`src/rtl/instr_enc.sv`:
```
// RISC-V instruction field encoder with range checking, feeding a small
// in-order output FIFO. Erroneous requests are queued as a flagged NOP.
module instr_enc #(
  parameter int FIFO_DEPTH = 2  // power of two, 2..8
) (
  input  logic        clk,
  input  logic        rst_n,
  input  logic        in_valid,
  output logic        in_ready,
  input  logic [6:0]  in_op,
  input  logic [4:0]  in_rd,
  input  logic [4:0]  in_rs1,
  input  logic [4:0]  in_rs2,
  input  logic [2:0]  in_funct3,
  input  logic [6:0]  in_funct7,
  input  logic [31:0] in_imm,
  output logic        out_valid,
  input  logic        out_ready,
  output logic [31:0] out_instr,
  output logic        out_err,
  output logic [15:0] err_cnt,
  output logic [3:0]  occupancy
);

  localparam int          PW       = (FIFO_DEPTH > 2) ? $clog2(FIFO_DEPTH) : 1;
  localparam logic [3:0]  DEPTH4   = 4'(FIFO_DEPTH);
  localparam logic [31:0] NOP_WORD = 32'h0000_0013;

  localparam logic [6:0] OP_R      = 7'b0110011;
  localparam logic [6:0] OP_ADDI   = 7'b0010011;
  localparam logic [6:0] OP_LW     = 7'b0000011;
  localparam logic [6:0] OP_RET    = 7'b1100111;
  localparam logic [6:0] OP_AUIPC  = 7'b0010111;
  localparam logic [6:0] OP_LUI    = 7'b0110111;
  localparam logic [6:0] OP_BRANCH = 7'b1100011;
  localparam logic [6:0] OP_JMP    = 7'b1101111;
  localparam logic [6:0] OP_SW     = 7'b0100011;

  logic [31:0] w_word;
  logic        w_bad;
  logic [31:0] w_enc_instr;
  logic        w_enc_err;
  logic        w_imm_i_ok;
  logic        w_imm_b_ok;
  logic        w_imm_j_ok;
  logic        w_imm_u_ok;
  logic        w_push;
  logic        w_pop;

  logic [PW-1:0] r_wr_ptr;
  logic [PW-1:0] r_rd_ptr;
  logic [3:0]    r_count;
  logic [15:0]   r_err_cnt;
  logic [31:0]   r_mem_instr [FIFO_DEPTH];
  logic          r_mem_err   [FIFO_DEPTH];

  // Each range check asks whether the immediate sign-extends from its field.
  assign w_imm_i_ok = (&in_imm[31:11]) | ~(|in_imm[31:11]);
  assign w_imm_b_ok = ((&in_imm[31:12]) | ~(|in_imm[31:12])) & ~in_imm[0];
  assign w_imm_j_ok = ((&in_imm[31:20]) | ~(|in_imm[31:20])) & ~in_imm[0];
  assign w_imm_u_ok = ~(|in_imm[11:0]);

  always_comb begin
    w_word = NOP_WORD;
    w_bad  = 1'b1;
    case (in_op)
      OP_R: begin
        w_word = {in_funct7, in_rs2, in_rs1, in_funct3, in_rd, in_op};
        w_bad  = 1'b0;
      end
      OP_ADDI, OP_LW, OP_RET: begin
        w_word = {in_imm[11:0], in_rs1, in_funct3, in_rd, in_op};
        w_bad  = ~w_imm_i_ok;
      end
      OP_SW: begin
        w_word = {in_imm[11:5], in_rs2, in_rs1, in_funct3, in_imm[4:0], in_op};
        w_bad  = ~w_imm_i_ok;
      end
      OP_BRANCH: begin
        w_word = {in_imm[12], in_imm[10:5], in_rs2, in_rs1, in_funct3,
                  in_imm[4:1], in_imm[11], in_op};
        w_bad  = ~w_imm_b_ok;
      end
      OP_AUIPC, OP_LUI: begin
        w_word = {in_imm[31:12], in_rd, in_op};
        w_bad  = ~w_imm_u_ok;
      end
      OP_JMP: begin
        w_word = {in_imm[20], in_imm[10:1], in_imm[11], in_imm[19:12], in_rd, in_op};
        w_bad  = ~w_imm_j_ok;
      end
      default: begin
        w_word = NOP_WORD;
        w_bad  = 1'b1;
      end
    endcase
  end

  assign w_enc_instr = w_bad ? NOP_WORD : w_word;
  assign w_enc_err   = w_bad;

  // in_ready looks only at the current fill level, so a full FIFO never
  // accepts even when the head is being popped in the same cycle.
  assign in_ready  = (r_count != DEPTH4);
  assign out_valid = (r_count != 4'd0);
  assign w_push    = in_valid & in_ready;
  assign w_pop     = out_valid & out_ready;

  always_ff @(posedge clk) begin
    if (w_push) begin
      r_mem_instr[r_wr_ptr] <= w_enc_instr;
      r_mem_err[r_wr_ptr]   <= w_enc_err;
    end
  end

  always_ff @(posedge clk or negedge rst_n) begin
    if (!rst_n) begin
      r_wr_ptr  <= '0;
      r_rd_ptr  <= '0;
      r_count   <= 4'd0;
      r_err_cnt <= 16'd0;
    end else begin
      if (w_push) begin
        r_wr_ptr <= r_wr_ptr + PW'(1);
      end
      if (w_pop) begin
        r_rd_ptr <= r_rd_ptr + PW'(1);
      end
      case ({w_push, w_pop})
        2'b10:   r_count <= r_count + 4'd1;
        2'b01:   r_count <= r_count - 4'd1;
        default: r_count <= r_count;
      endcase
      if (w_push && w_enc_err && (r_err_cnt != 16'hFFFF)) begin
        r_err_cnt <= r_err_cnt + 16'd1;
      end
    end
  end

  // Gating on the fill level keeps the outputs at zero while empty or in reset.
  assign out_instr = out_valid ? r_mem_instr[r_rd_ptr] : 32'd0;
  assign out_err   = out_valid ? r_mem_err[r_rd_ptr]   : 1'b0;
  assign err_cnt   = r_err_cnt;
  assign occupancy = r_count;

endmodule

```
`config.mk`:
```
export PLATFORM = sky130hd
export DESIGN_NAME = instr_enc
export DESIGN_NICKNAME = d
export VERILOG_FILES = /design/src/rtl/instr_enc.sv
export SDC_FILE = /design/constraint.sdc
export NUM_CORES = 1
export LEC_CHECK = 0
export BUFFER_PORTS_ARGS = -buffer_cell sky130_fd_sc_hd__clkbuf_2
export CAP_MARGIN = 10
export CORE_MARGIN = 2
export CORE_UTILIZATION = 33
export CTS_BUF_LIST = sky130_fd_sc_hd__clkbuf_2
export CTS_CLUSTER_SIZE = 16
export DETAILED_ROUTE_END_ITERATION = 7
export GPL_TIMING_DRIVEN = 0
export PLACE_DENSITY_LB_ADDON = 0.05
export SYNTH_ARGS = -nofsm -noshare
export SYNTH_HDL_FRONTEND = slang
export SYNTH_SLANG_ARGS = --single-unit
```
`constraint.sdc`:
```
create_clock -name clk -period 2.95 [get_ports clk]
set_input_delay 0.295 -clock clk [delete_from_list [all_inputs] [get_ports clk]]
set_output_delay 0.295 -clock clk [all_outputs]
set_load 0.005 [all_outputs]
```
# Word-level counts from Yosys, hierarchy flattened
# Memories as Yosys holds them, arrays and structs flattened.
# Index checks and enable logic that the tools add are counted.
# Widths: inputs -> output; s select.
[op_classes]
addsub = 5
mul = 0
div_mod_pow = 0
order_cmp = 0
n_eq_ne = 13
n_shift = 0
mux = 8
n_bitwise = 14
n_reduce_logical = 14
[op_table]
columns = ["op", "n"]
rows = [
  ["$pmux 32 s6", 1],
  ["$mux 32", 2],
  ["$reduce_or 12->1", 2],
  ["$eq 7x6->1 const B", 3],
  ["$eq 7x7->1 const B", 3],
  ["$reduce_and 21->1", 1],
  ["$reduce_or 21->1", 1],
  ["$reduce_and 20->1", 1],
  ["$reduce_or 20->1", 1],
  ["$add 16x1->16 const B", 1],
  ["$ne 16x16->1 const B", 1],
  ["$eq 7x5->1 const B", 2],
  ["$reduce_and 12->1", 1],
  ["$pmux 4 s2", 1],
  ["$eq 7x2->1 const B", 1],
  ["$not 1->1", 7],
  ["$pmux 1 s5", 1],
  ["$add 4x1->4 const B", 1],
  ["$and 1x1->1", 4],
  ["$ne 4x2->1 const B", 1],
  ["$reduce_bool 4->1", 1],
  ["$reduce_or 4->1", 1],
  ["$sub 4x1->4 const B", 1],
  ["$mux 1", 3],
  ["8 further kinds", 12],
]
[totals]
ff_bits = 22
latch_bits = 0
mem_bits_rw = 66
rom_bits = 0
inputBits = 68
out_inout_bits = 55
elab_cells = 60
n_memories = 2
[mem_list]
columns = ["memory", "words", "width", "rd", "rd_ports_with_merged_regs", "write_ports", "line_no", "rtl"]
rows = [
  ["r_mem_instr", 2, 32, 1, 0, 1, "54", "logic [31:0] r_mem_instr [FIFO_DEPTH];"],
  ["r_mem_err", 2, 1, 1, 0, 1, "55", "logic r_mem_err [FIFO_DEPTH];"],
]

# Longest topological paths before layout
[depth]
ltp_word = 8
mapped_depth = 12
ltp_nobuf = 11

# Worst setup path before layout
# No wires, ideal clock.
[synth_path]
kind = "reg-to-reg"
from = "register r_count[1] (netlist: occupancy[1])"
to = "memory r_mem_err[0], enable pin"
setup_ns = 0.423
arrival_ns = 2.386
required_time_ns = 2.527
path_slack_ns = 0.141
stages_incl_launch_ff = 7
path_buffers = 1
synth_period_minus_slack_ns = 2.809
cell_sequence = "dfrtp_1 -> inv_1 -> or4_4 -> and2_1 -> buf_2 -> inv_2 -> nor2_1"
[synth_between]
elab_chain_cells = 4
[synth_lines]
columns = ["item", "line_no", "rtl"]
rows = [
  ["start: declaration", "52", "logic [3:0] r_count;"],
  ["start signal: assignment", "130", "2'b10: r_count <= r_count + 4'd1;"],
  ["start signal: assignment", "131", "2'b01: r_count <= r_count - 4'd1;"],
  ["start signal: assignment", "132", "default: r_count <= r_count;"],
  ["$ne 4x2->1", "104", "assign in_ready = (r_count != DEPTH4);"],
  ["net in_ready", "9", "output logic in_ready,"],
  ["$and 1x1->1", "106", "assign w_push = in_valid & in_ready;"],
  ["$mux 1", "110", "if (w_push) begin"],
  ["$mux 1 (not written as such)", "112", "r_mem_err[r_wr_ptr] <= w_enc_err;"],
  ["end: declaration", "55", ""],
]
# The timed path passes the listed nets, and every way through them passes these cells.

# Final worst setup path
[layout_path]
from = "register r_count[1] (netlist: occupancy[1])"
to = "register r_count[3] (netlist: occupancy[3])"
[layout_between]
elab_chain_cells = 4
elab_cells_between_ends = 10
cone_classes = "add/sub (2); eq/ne (3); mux (1); bitwise (2); reduce/logical (2)"
[layout_lines]
columns = ["item", "line_no", "rtl"]
rows = [
  ["$ne 4x2->1 or $reduce_bool 4->1 (tied branches)", "104, 105", ""],
  ["$and 1x1->1, on equally long branches", "106, 107", ""],
  ["$eq 2x1->1 or $eq 2x2->1 (tied branches)", "129", "case ({w_push, w_pop})"],
  ["$pmux 4 s2 or $reduce_bool 2->1 (tied branches)", "-", ""],
]
# Parallel ways exist; a longest one is shown, timed or not.
# A chain may end at the register's enable or synchronous reset.

==> results.yml <==
route:
  vias: 3471
  drt-total-wl_mm: 12.4
  drt_first_pass_iters: 6
  drc: 0
  drt_iter0_markers: 214
  routed_via_density: 5.02
  wl_per_cell_um: 17.9
  ant_nets: 0
global_routing:
  grt-ovfl-total: 0
  track_usage: 0.176
  antenna_found_initial: 1
  grt_pass1_vias: 3393
  grt_max_degree: 34
  grt_pass1_wl_mm: 18.9
die:
  dieArea_mm2: 0.0144
  row_count: 42
  ios: 123
  initial_core_util: 0.337
  die_h_um: 120
  die_w_um: 120
  coreArea_mm2: 0.0132
clock_network:
  clk_pin_slew_ns: 0.23
  clkLatencyLatePin_ns: 0.56
  cts_tree: "built"
  cts_buffer_depth: 2
  cts_buffers: 9
  cts_root_buf: "clkbuf_2"
  clock-sinks: 88
  htreeDepth: 3
final_layout:
  finalInstanceArea_mm2: 0.00553
  synthToLayoutAreaGrowth_pct: 24.3
  drive_gt1_frac: 0.329
  finalNetCount: 582
yosys:
  syn_area_mm2: 0.00445
  ys_types: 53
  ys_seq_elements: 88
  syn_inst: 369
  synth-main-ff-cell: "edfxtp_1"
  synth-edff-count: 66
  yosysWarnings: 0
  seq_area_frac_synth: 0.569
  avgSynthCellArea_um2: 12.1
  synthArstFlopShare: 0.250
power:
  p_total_uw: 4140
  pwr-share-clk: 0.190
  seqPwrFrac: 0.441
  intPower_uw: 2720
  vdd_drop_max_v: 0.000308
  pwr-share-comb: 0.369
  p_sw_frac: 0.343
  powerDensity_mw_per_mm2: 748
  switchingPower_uw: 1420
  leakagePower_uw: 0.00232
placed_design:
  place_area_mm2: 0.00532
  gp_congestion: 0.868
  dp_hpwl_mm: 9.24
  port_buffers: 122
worst_setup_path:
  cp_max_fo: 9
  path_class: "flip-flop to flip-flop"
  crit_chain: "inv_1 -> or4_4 -> and2_1 -> buf_2 -> inv_4 -> ha_2 -> ha_1 -> a21o_1 -> a21oi_1 -> xnor2_1 -> nor2_1 -> xor2_1"
  r2r_slack_ns: 0.15
  endpoint: "occupancy[3]"
  crit_required_ns: 3.44
  start_kind: "flip-flop"
  r2r_start: "occupancy[1]"
  crit_path_end_kind: "flip-flop"
  worstSetupStartpoint: "occupancy[1]"
  critical_path_arrival_ns: 3.28
  timing.rr.end: "occupancy[3]"
  cpMaxStageDelayCell: "or4_4"
  max_stage_delay_ns: 0.56
  rr_worst_depth: 12
timing:
  holdWs_ns: 0.0797
  max_freq_mhz: 357
  rsz0062_at_grt: "true"
  period_share: 0.949
  setup_viol_count_final: 0
  fin_skew_ns: 0.0132
  timing.final.crit_period_ns: 2.80
  hold_viol_final: 0
  slew_headroom: 0.407
  tightest_slew_ns: 0.889
  drv_slew: 0
outcome:
  status: "finished, final reports clean"
worst_hold_path:
  min_path_type: "input port to flip-flop"
job:
  cap_violations: 0
==> timing repair <==
item,in CTS,in global routing
hold buffers,2,0
endpoints found under the setup margin,31,29
buffers inserted,0,1
hold endpoints to repair,23,0
resized for setup,2,10
==> placed cells by master, fill, tap and decap left out, types with 2 or more instances in the layout <==
cell	instances
xnor2_1	16
clkbuf_2	135
dfrtp_1	22
nand4_1	14
mux2i_1	34
nor3_1	2
a21o_1	2
buf_2	3
and3_1	13
ha_1	3
a222oi_1	12
a22oi_1	14
o21a_1	2
o21ai_0	3
buf_6	5
a21oi_1	5
nand2_1	11
nand3_1	10
bufinv_16	3
dlygate4sd3_1	2
nor2_1	61
clkinvlp_4	2
clkbuf_1	4
nor2b_1	3
nor4_1	8
mux2_2	2
xor2_1	3
and2_1	6
edfxtp_1	66
o211ai_1	2
inv_1	9
conb_1	4
==> power groups by stage <==
stage,sequential (uW),clock [uW],combinational (uW)
4_1_cts,1820,819,1560
3_5_place_dp,1850,0,1550
2_1_floorplan,1820,0,864
3_3_place_gp,1850,0,1510
6_report,1820,787,1530
5_1_grt,1860,872,1700
==> kinds of logic (layout without fill, tap and decap cells) <==
logic type,count (synthesis),after routing,synth area share
mux,37,37,0.0841
flops,88,88,0.569
other cells,1,5,0.000843
xor+xnor,19,19,0.0374
compound gates,48,48,0.0877
fa+ha+maj,5,5,0.0157
buf+inv,26,168,0.0312
simple gates,145,145,0.174
==> synthesized netlist by cell type (all sizes together) (4+ instances only) <==
library cell	number	share of area
nand4	15	0.024
mux2i	34	0.076
and2	7	0.0098
clkbuf	8	0.0067
nor4	9	0.013
a222oi	12	0.027
nor2	62	0.052
xnor2	16	0.031
inv	10	0.0084
edfxtp	66	0.45
ha	4	0.011
dfrtp	22	0.12
nand3	11	0.015
o21ai	5	0.0065
a21oi	5	0.0056
buf	8	0.016
a22oi	14	0.024
and3	14	0.020
nand2	11	0.0093
==> worst min-delay path by stage <==
stage          startpoint            endpoint  slack [ns]  depth (start not counted)
2_1_floorplan       rst_n          err_cnt[0]     -0.0006                          0
3_3_place_gp        rst_n          err_cnt[8]        0.33                          1
3_5_place_dp        rst_n          err_cnt[8]        0.33                          1
4_1_cts          in_rd[4]  r_mem_instr[0][11]        0.02                          3
5_1_grt         in_rs1[2]  r_mem_instr[1][17]        0.04                          3
6_report         in_rd[1]   r_mem_instr[1][8]        0.08                          3
==> state kept, by name (all words and copies together) (netlist names) <==
| signal | cells |
|---|---|
| r_mem_instr | 64 |
| err_cnt | 16 |
| occupancy | 4 |
| r_mem_err | 2 |
| r_rd_ptr | 1 |
| r_wr_ptr | 1 |
==> stage by stage <==
stage               cells  TNS (ns)  utilization  worst slack, ns
finish                691         0        0.419            0.152
global route          691    -0.487        0.419          -0.0586
CTS                   689         0        0.418           0.0420
detailed placement    671    -0.271        0.403           -0.271
global placement      670    -35.48        0.401            -1.07
floorplan             372         0            -            0.141
==> worst max-delay path: cells and delay by family (launching register included) <==
| kind | cells | cell delay [ns] |
|---|---|---|
| simple gates | 3 | 0.80 |
| flops | 1 | 0.47 |
| fa+ha+maj | 2 | 0.43 |
| buf+inv | 3 | 0.39 |
| compound gates | 2 | 0.35 |
| xor+xnor | 2 | 0.27 |
==> layer usage <==
metal / vias to the layer above / routed length, um / GRT usage
met3: 13 / 717 / 0.0390
li1: 1688 / - / -
met2: 121 / 5600 / 0.268
met1: 1649 / 5860 / 0.244
met5: - / 0 / 0
met4: 0 / 222 / 0.0691
==> area by class of cell <==
type / instances / area (um^2)
Timing Repair Buffer: 126 / 658
Tap cell: 176 / 220
Buffer: 16 / 106
Fill cell: 1324 / 7660
Multi-Input combinational cell: 258 / 1810
Antenna cell: 1 / 2.50
Sequential cell: 88 / 2530
Clock inverter: 7 / 119
Clock buffer: 9 / 45.0
Inverter: 10 / 40.0
Power figures use the tool's default switching activity.
